<file path="config.mk">
export PLATFORM = sky130hd
export DESIGN_NAME = flag_branch_resolver
export DESIGN_NICKNAME = d
export VERILOG_FILES = /design/src/rtl/flag_branch_resolver_pkg.sv /design/src/rtl/flag_branch_resolver_return_addr_stack.sv /design/src/rtl/flag_branch_resolver.sv
export SDC_FILE = /design/constraint.sdc
export NUM_CORES = 1
export LEC_CHECK = 0
export CORE_MARGIN = 5
export CORE_UTILIZATION = 59
export DETAILED_ROUTE_END_ITERATION = 12
export GPL_TIMING_DRIVEN = 0
export PLACE_DENSITY = 0.85
export SLEW_MARGIN = 20
export SYNTH_ARGS = -nofsm -noshare
export SYNTH_HDL_FRONTEND = slang
export SYNTH_HIERARCHICAL = 1
export SYNTH_SLANG_ARGS = --single-unit
</file>
<file path="constraint.sdc">
create_clock -name Clock -period 13.3 [get_ports Clock]
set_input_delay 1.995 -clock Clock [delete_from_list [all_inputs] [get_ports Clock]]
set_output_delay 1.995 -clock Clock [all_outputs]
set_load 0.1 [all_outputs]
</file>
<file path="src/rtl/flag_branch_resolver_pkg.sv">
// Shared opcode constants, CCR bit positions and resolver FSM state type.
// The ALU and the control unit both import this so encodings stay in one place.
package flag_branch_resolver_pkg;

    // Opcodes the resolver decodes; anything else is a plain data op.
    localparam int unsigned OP_NOP = 0;
    localparam int unsigned OP_JMP = 16;
    localparam int unsigned OP_JSR = 17;
    localparam int unsigned OP_RTS = 18;
    localparam int unsigned OP_BEQ = 39;
    localparam int unsigned OP_BNE = 40;
    localparam int unsigned OP_BLT = 41;
    localparam int unsigned OP_BRA = 64;
    localparam int unsigned OP_BSR = 65;

    // Condition Control Register layout (bit 5 and bits above 7 read as zero).
    localparam int CCR_C      = 0;
    localparam int CCR_N      = 1;
    localparam int CCR_V      = 2;
    localparam int CCR_Z      = 3;
    localparam int CCR_INR    = 4;
    localparam int CCR_NOP    = 6;
    localparam int CCR_STKERR = 7;
    localparam int CCR_W      = 8;
    localparam int CCR_OUT_W  = 32;

    typedef enum logic {
        ST_IDLE     = 1'b0,
        ST_REDIRECT = 1'b1
    } fsm_state_t;

    // Arrange the ALU flag wires into CCR[4:0] order.
    function automatic logic [4:0] pack_flags(
        input logic c,
        input logic n,
        input logic v,
        input logic z,
        input logic inr
    );
        logic [4:0] f;
        f          = '0;
        f[CCR_C]   = c;
        f[CCR_N]   = n;
        f[CCR_V]   = v;
        f[CCR_Z]   = z;
        f[CCR_INR] = inr;
        return f;
    endfunction

endpackage

</file>
<file path="src/rtl/flag_branch_resolver_return_addr_stack.sv">
// Return-address stack: LIFO of DATA_W entries with a saturating occupancy count.
// The top exposes the current top entry combinationally so RTS can redirect
// in the same cycle it pops.
module return_addr_stack #(
    parameter int DATA_W    = 32,
    parameter int RAS_DEPTH = 8
) (
    input  logic              clk,
    input  logic              rst,
    input  logic              push,
    input  logic              pop,
    input  logic [DATA_W-1:0] push_data,
    output logic [DATA_W-1:0] top_data,
    output logic              full,
    output logic              empty
);

    localparam int PTR_W = $clog2(RAS_DEPTH);
    localparam int CNT_W = $clog2(RAS_DEPTH + 1);

    logic [DATA_W-1:0] mem [RAS_DEPTH];
    logic [PTR_W-1:0]  sp;
    logic [PTR_W-1:0]  top_idx;
    logic [CNT_W-1:0]  count;
    logic              do_push;
    logic              do_pop;

    assign full    = (count == CNT_W'(RAS_DEPTH));
    assign empty   = (count == '0);
    assign do_push = push & ~full;
    assign do_pop  = pop & ~empty & ~push;
    // sp points at the next free slot; the wrap modulo RAS_DEPTH is implicit in PTR_W.
    assign top_idx  = sp - 1'b1;
    assign top_data = mem[top_idx];

    // Stack pointer and occupancy; a push into a full stack is dropped here.
    always_ff @(posedge clk) begin
        if (rst) begin
            sp    <= '0;
            count <= '0;
        end else if (do_push) begin
            sp    <= sp + 1'b1;
            count <= count + 1'b1;
        end else if (do_pop) begin
            sp    <= sp - 1'b1;
            count <= count - 1'b1;
        end
    end

    // Entry storage; contents are don't-care until pushed so no reset is needed.
    always_ff @(posedge clk) begin
        if (!rst && do_push) begin
            mem[sp] <= push_data;
        end
    end

endmodule

</file>
<file path="src/rtl/flag_branch_resolver.sv">
// Flag/branch resolver: captures ALU flags into the CCR, resolves control-flow
// ops into a registered PC redirect and owns the return-address stack.
module flag_branch_resolver
    import flag_branch_resolver_pkg::*;
#(
    parameter int DATA_W    = 32,
    parameter int RAS_DEPTH = 8
) (
    input  logic              Clock,
    input  logic              Reset,
    input  logic              Op_Valid,
    output logic              Op_Ready,
    input  logic [DATA_W-1:0] ALU_Op,
    input  logic              NOP_FLAG,
    input  logic              INR_FLAG,
    input  logic              ZERO_FLAG,
    input  logic              OVERFLOW_FLAG,
    input  logic              NEGATIVE_FLAG,
    input  logic              CARRY_FLAG,
    input  logic [DATA_W-1:0] PC_Plus,
    input  logic [DATA_W-1:0] Target,
    output logic [31:0]       CCR_Out,
    output logic              Redirect_Valid,
    input  logic              Redirect_Ready,
    output logic [DATA_W-1:0] Redirect_PC
);

    fsm_state_t        state;
    fsm_state_t        next_state;
    logic [CCR_W-1:0]  ccr;

    logic              accept;
    logic              live;
    logic              is_nop_op;
    logic              is_jmp;
    logic              is_jsr;
    logic              is_rts;
    logic              is_beq;
    logic              is_bne;
    logic              is_blt;
    logic              is_bra;
    logic              is_bsr;
    logic              is_call;
    logic              flags_hold;
    logic              cond_taken;
    logic              take;
    logic              stk_push;
    logic              stk_pop;
    logic              stk_err;
    logic              stk_full;
    logic              stk_empty;
    logic [DATA_W-1:0] stk_top;
    logic [DATA_W-1:0] redirect_target;

    function automatic logic op_is(input logic [DATA_W-1:0] op, input int unsigned code);
        return op == DATA_W'(code);
    endfunction

    // Handshakes: the resolver only takes new work while no redirect is outstanding.
    assign Op_Ready       = (state == ST_IDLE);
    assign Redirect_Valid = (state == ST_REDIRECT);
    assign accept         = Op_Valid & Op_Ready;
    // A NOP-flagged op only marks the CCR; it never branches or touches the stack.
    assign live           = accept & ~NOP_FLAG;

    assign is_nop_op = op_is(ALU_Op, OP_NOP);
    assign is_jmp    = op_is(ALU_Op, OP_JMP);
    assign is_jsr    = op_is(ALU_Op, OP_JSR);
    assign is_rts    = op_is(ALU_Op, OP_RTS);
    assign is_beq    = op_is(ALU_Op, OP_BEQ);
    assign is_bne    = op_is(ALU_Op, OP_BNE);
    assign is_blt    = op_is(ALU_Op, OP_BLT);
    assign is_bra    = op_is(ALU_Op, OP_BRA);
    assign is_bsr    = op_is(ALU_Op, OP_BSR);
    assign is_call   = is_jsr | is_bsr;

    // Unconditional control ops and NOP leave the arithmetic flags untouched.
    assign flags_hold = is_nop_op | is_jmp | is_jsr | is_rts | is_bra | is_bsr;

    // Conditions look at the live flag inputs, not the stored CCR.
    assign cond_taken = (is_beq & ZERO_FLAG)
                      | (is_bne & ~ZERO_FLAG)
                      | (is_blt & NEGATIVE_FLAG)
                      | is_jmp | is_bra | is_call
                      | (is_rts & ~stk_empty);

    assign take     = live & cond_taken;
    assign stk_push = live & is_call;
    assign stk_pop  = live & is_rts;
    // Overflowing calls still redirect; underflowing returns do not.
    assign stk_err  = live & ((is_call & stk_full) | (is_rts & stk_empty));

    assign redirect_target = is_rts ? stk_top : Target;

    return_addr_stack #(
        .DATA_W    (DATA_W),
        .RAS_DEPTH (RAS_DEPTH)
    ) u_ras (
        .clk       (Clock),
        .rst       (Reset),
        .push      (stk_push),
        .pop       (stk_pop),
        .push_data (PC_Plus),
        .top_data  (stk_top),
        .full      (stk_full),
        .empty     (stk_empty)
    );

    // FSM state register.
    always_ff @(posedge Clock) begin
        if (Reset) begin
            state <= ST_IDLE;
        end else begin
            state <= next_state;
        end
    end

    // FSM next state: enter REDIRECT on a taken op, leave once fetch accepts it.
    always_comb begin
        next_state = state;
        case (state)
            ST_IDLE: begin
                if (take) begin
                    next_state = ST_REDIRECT;
                end
            end
            ST_REDIRECT: begin
                if (Redirect_Ready) begin
                    next_state = ST_IDLE;
                end
            end
            default: next_state = ST_IDLE;
        endcase
    end

    // Redirect PC is captured on the taken op and held through the REDIRECT state.
    always_ff @(posedge Clock) begin
        if (Reset) begin
            Redirect_PC <= '0;
        end else if (take) begin
            Redirect_PC <= redirect_target;
        end
    end

    // CCR update on each accepted op; STKERR is sticky until reset.
    always_ff @(posedge Clock) begin
        if (Reset) begin
            ccr <= '0;
        end else if (accept) begin
            if (NOP_FLAG) begin
                ccr[CCR_NOP] <= 1'b1;
            end else begin
                ccr[CCR_NOP] <= 1'b0;
                if (!flags_hold) begin
                    ccr[CCR_INR:CCR_C] <= pack_flags(CARRY_FLAG, NEGATIVE_FLAG,
                                                     OVERFLOW_FLAG, ZERO_FLAG, INR_FLAG);
                end
                if (stk_err) begin
                    ccr[CCR_STKERR] <= 1'b1;
                end
            end
        end
    end

    assign CCR_Out = {{(CCR_OUT_W - CCR_W){1'b0}}, ccr};

endmodule

</file>
==> impl_metrics.json <==
{
  "r2r_slack_ps": 9660,
  "dr_wl_met3_mm": 2.941,
  "p_seq_share_pct": 54.5,
  "max_stage_delay_ps": 770,
  "antenna_found_initial": 1,
  "min_delay_worst_endpoint": "ccr[4]$_SDFFE_PP0P_",
  "ys_async_sr_fraction_pct": 0,
  "grt_pass1_wl_mm": 47.58,
  "numPortBuffers": 146,
  "critPathArrivalTime_ps": 5630,
  "regToRegEndpoint": "u_ras/mem[4][13]$_DFFE_PP_",
  "clk_pin_slew_worst_paths_ps": 60,
  "crit_family": "simple AND/OR/NAND/NOR gates",
  "fin_nets": 1062,
  "setup_viol": 0,
  "critical_path_class": "input pin to flip-flop",
  "synth.distinct_cells": 52,
  "cts.sinks": 303,
  "synth_xor_area_share_pct": 0.4772,
  "die_w_um": 157.6,
  "max_slew.worst_pin.slew_ps": 1054,
  "p_sw_share_pct": 21.37,
  "post_cts_resized": 0,
  "synth_flop_cell": "edfxtp_1",
  "cp-start-kind": "input pin",
  "p_per_area_nw_per_um2": 118.0,
  "slew_viol_final": 0,
  "status": "completed",
  "synth-adder-area-share_pct": 0.5454,
  "setup.worst_path.end_class": "flip-flop",
  "hold_depth": 2,
  "synth_edf_count": 256,
  "grt_max_degree": 16,
  "seq_area_frac_synth_pct": 67.16,
  "cts_setup_buffers": 0,
  "crit_buf_inv": 3,
  "cts_htree_levels": 1,
  "top_layer": "met4",
  "clockPowerShare_pct": 39.9,
  "crit_chain": "clkdlybuf4s50_1 > nor4_4 > nand4_4 > nor2_1 > nand2_1 > nor2_1 > nand3_1 > nor4_2 > buf_2 > buf_2",
  "dpl.cell_count": 1201,
  "yosys.area_share.simple_pct": 5.454,
  "synth-compound-area-share_pct": 5.298,
  "synth_mux_area_share_pct": 17.23,
  "yosys.area.top_type": "edfxtp_1",
  "dr_wl_met2_mm": 16.37,
  "p_int_uw": 1484,
  "synth_top_family_by_area": "multiplexers",
  "die_area_um2": 24830,
  "ant_nets": 0,
  "grt_usage_pct": 25.78,
  "cts_root_buffer": "clkbuf_16",
  "fin_total_pwr_uw": 1888,
  "irDropWorstVdd_mv": 0.1115,
  "wl_mm": 31.77,
  "leakagePower_uw": 0.005398,
  "tns_ps": 0,
  "p_sw_uw": 403.5,
  "drv_cap": 0,
  "vias": 7777,
  "grt_pass1_vias": 8101,
  "hold_violations": 0,
  "drive_gt1_share_pct": 29.01,
  "drc_errors": 0,
  "insertion_delay_ps": 550,
  "drt_iter0_drc": 769,
  "area_delta_synth_final_pct": 24.53,
  "ys_ff_latch": 303,
  "worst_ep_required_time_ps": 13540,
  "cts_buffer_depth": 3,
  "hold_buffers": 0,
  "num_rows": 54,
  "setup_ws_ps": 7904,
  "cts_buffers": 28,
  "hp-start": "ccr[4]$_SDFFE_PP0P_",
  "max_freq_mhz": 185.3,
  "synth.avg_cell_area_um2": 18.02,
  "netlist_instances": 713,
  "dp_hpwl_mm": 21.69,
  "finalCritPeriodShare_pct": 40.57,
  "grt_overflow": 0,
  "io_pins": 172,
  "worstRegToRegCells": 8,
  "fill_cells": 1244,
  "dr.pass1.iters": 5,
  "hold_class": "flip-flop to flip-flop",
  "relSlewSlack_pct": 29.48,
  "yosysMostFrequentCell": "edfxtp_1",
  "r2r_start": "Redirect_Valid$_SDFF_PP0_",
  "dieHeight_um": 157.6,
  "cts_tree": "built",
  "place_congestion": 0.8174,
  "finClkSkew_ps": 17.53,
  "p_comb_share_pct": 5.6,
  "wl_per_cell_um": 25.35,
  "avgViaCountPerCell": 6.207,
  "synth_top_area_share_pct": 59.84,
  "yosysWarnings": 6,
  "wl_met1_mm": 11.18,
  "syn_area_um2": 12850,
  "finalNonFillerCells": 1253,
  "netlist_top_cells_count": "edfxtp_1 (256), mux4_2 (64), dfxtp_1 (47)",
  "whs_ps": 494.4,
  "fin_crit_ps": 5396,
  "rsz0062_at_grt": "false",
  "cp_slowest_cell": "nor4_2",
  "place_ws_ps": 7414,
  "start_util_pct": 59.42,
  "crit_fanout": 6,
  "synthTopCellsByArea": "edfxtp_1 (60%), mux4_2 (11%), dfxtp_1 (7.3%)",
  "core-area_um2": 21620
}
==> how the worst max path moves through the flow <==
stage	to	cells after the start	startpoint	slack, ps
2_1_floorplan	u_ras/mem[0][0]$_DFFE_PP_	7	ALU_Op[27]	6140
3_3_place_gp	u_ras/mem[0][17]$_DFFE_PP_	8	ALU_Op[20]	2210
3_5_place_dp	u_ras/mem[4][12]$_DFFE_PP_	10	ALU_Op[20]	7410
6_report	u_ras/mem[4][13]$_DFFE_PP_	10	ALU_Op[20]	7900
5_1_grt	u_ras/mem[4][17]$_DFFE_PP_	10	ALU_Op[9]	7690
4_1_cts	u_ras/mem[4][13]$_DFFE_PP_	10	ALU_Op[20]	7930
==> logic make-up (layout without fill, tap and decap cells) <==
group / count (synthesis) / after routing
AO/OA/AOI/OAI: 81 / 81
XOR/XNOR: 7 / 7
adder cells (fa/ha/maj): 5 / 5
buffers and inverters: 79 / 314
flip-flops: 303 / 303
multiplexers: 137 / 137
other: 1 / 26
AND/OR/NAND/NOR: 100 / 100
==> sequential cells by signal, indices dropped and copies added (netlist names) <==
register	cells
u_ras/mem	256
Redirect_PC	32
ccr	7
u_ras/count	4
u_ras/sp	3
Redirect_Valid	1
==> metal layers <==
layer  track usage (%)  vias up
li1                  -     3327
met1             31.74     3896
met2             44.72      473
met3             5.142       81
met4             11.06        0
met5                 0        -
==> metrics by stage <==
| stage | cell area, µm² | utilization (%) |
|---|---|---|
| 2_1_floorplan | 12940 | - |
| 3_3_place_gp | 14750 | 68.22 |
| 3_5_place_dp | 15140 | 70.03 |
| 4_1_cts | 16000 | 73.99 |
| 5_1_grt | 16000 | 74.00 |
| 6_report | 16000 | 74.00 |
==> power groups by stage <==
| stage | Combinational (µW) | Clock [µW] | Sequential (µW) |
|---|---|---|---|
| after floorplan | 48.4 | 0 | 1060 |
| after global placement | 102 | 0 | 1050 |
| after detailed placement | 104 | 0 | 1050 |
| after CTS | 105 | 762 | 1030 |
| after global routing | 110 | 806 | 1030 |
| final | 105 | 754 | 1030 |
==> cell usage in the layout, fill, tap and decap left out, types with 32 or more instances in the layout <==
| cell | synthesis | layout |
|---|---|---|
| edfxtp_1 | 256 | 256 |
| mux2i_1 | 40 | 40 |
| mux4_2 | 64 | 64 |
| or3_1 | 32 | 32 |
| a21oi_2 | 32 | 32 |
| clkdlybuf4s50_1 | 0 | 146 |
| dfxtp_1 | 47 | 47 |
| buf_4 | 31 | 49 |
| o221ai_1 | 32 | 32 |
| mux2_2 | 32 | 32 |
==> layout make-up <==
class	instances	area (µm²)	area share [%]
diodes	1	2.502	0.01564
plain buffers	68	447.9	2.800
clock buffers	33	740.7	4.630
clock inverters	18	113.9	0.7117
inverters	11	41.29	0.2581
multi-input cells	355	3869	24.18
flip-flops and latches	303	8628	53.93
well taps	280	350.3	2.190
repair buffers	184	1805	11.28
==> tightest hold or removal path, cell delays in order, from the launching register on <==
cell,delay [ps]
dfxtp_1,330
mux2i_1,60
nor2_1,70
(Power assumes the default switching activity.)
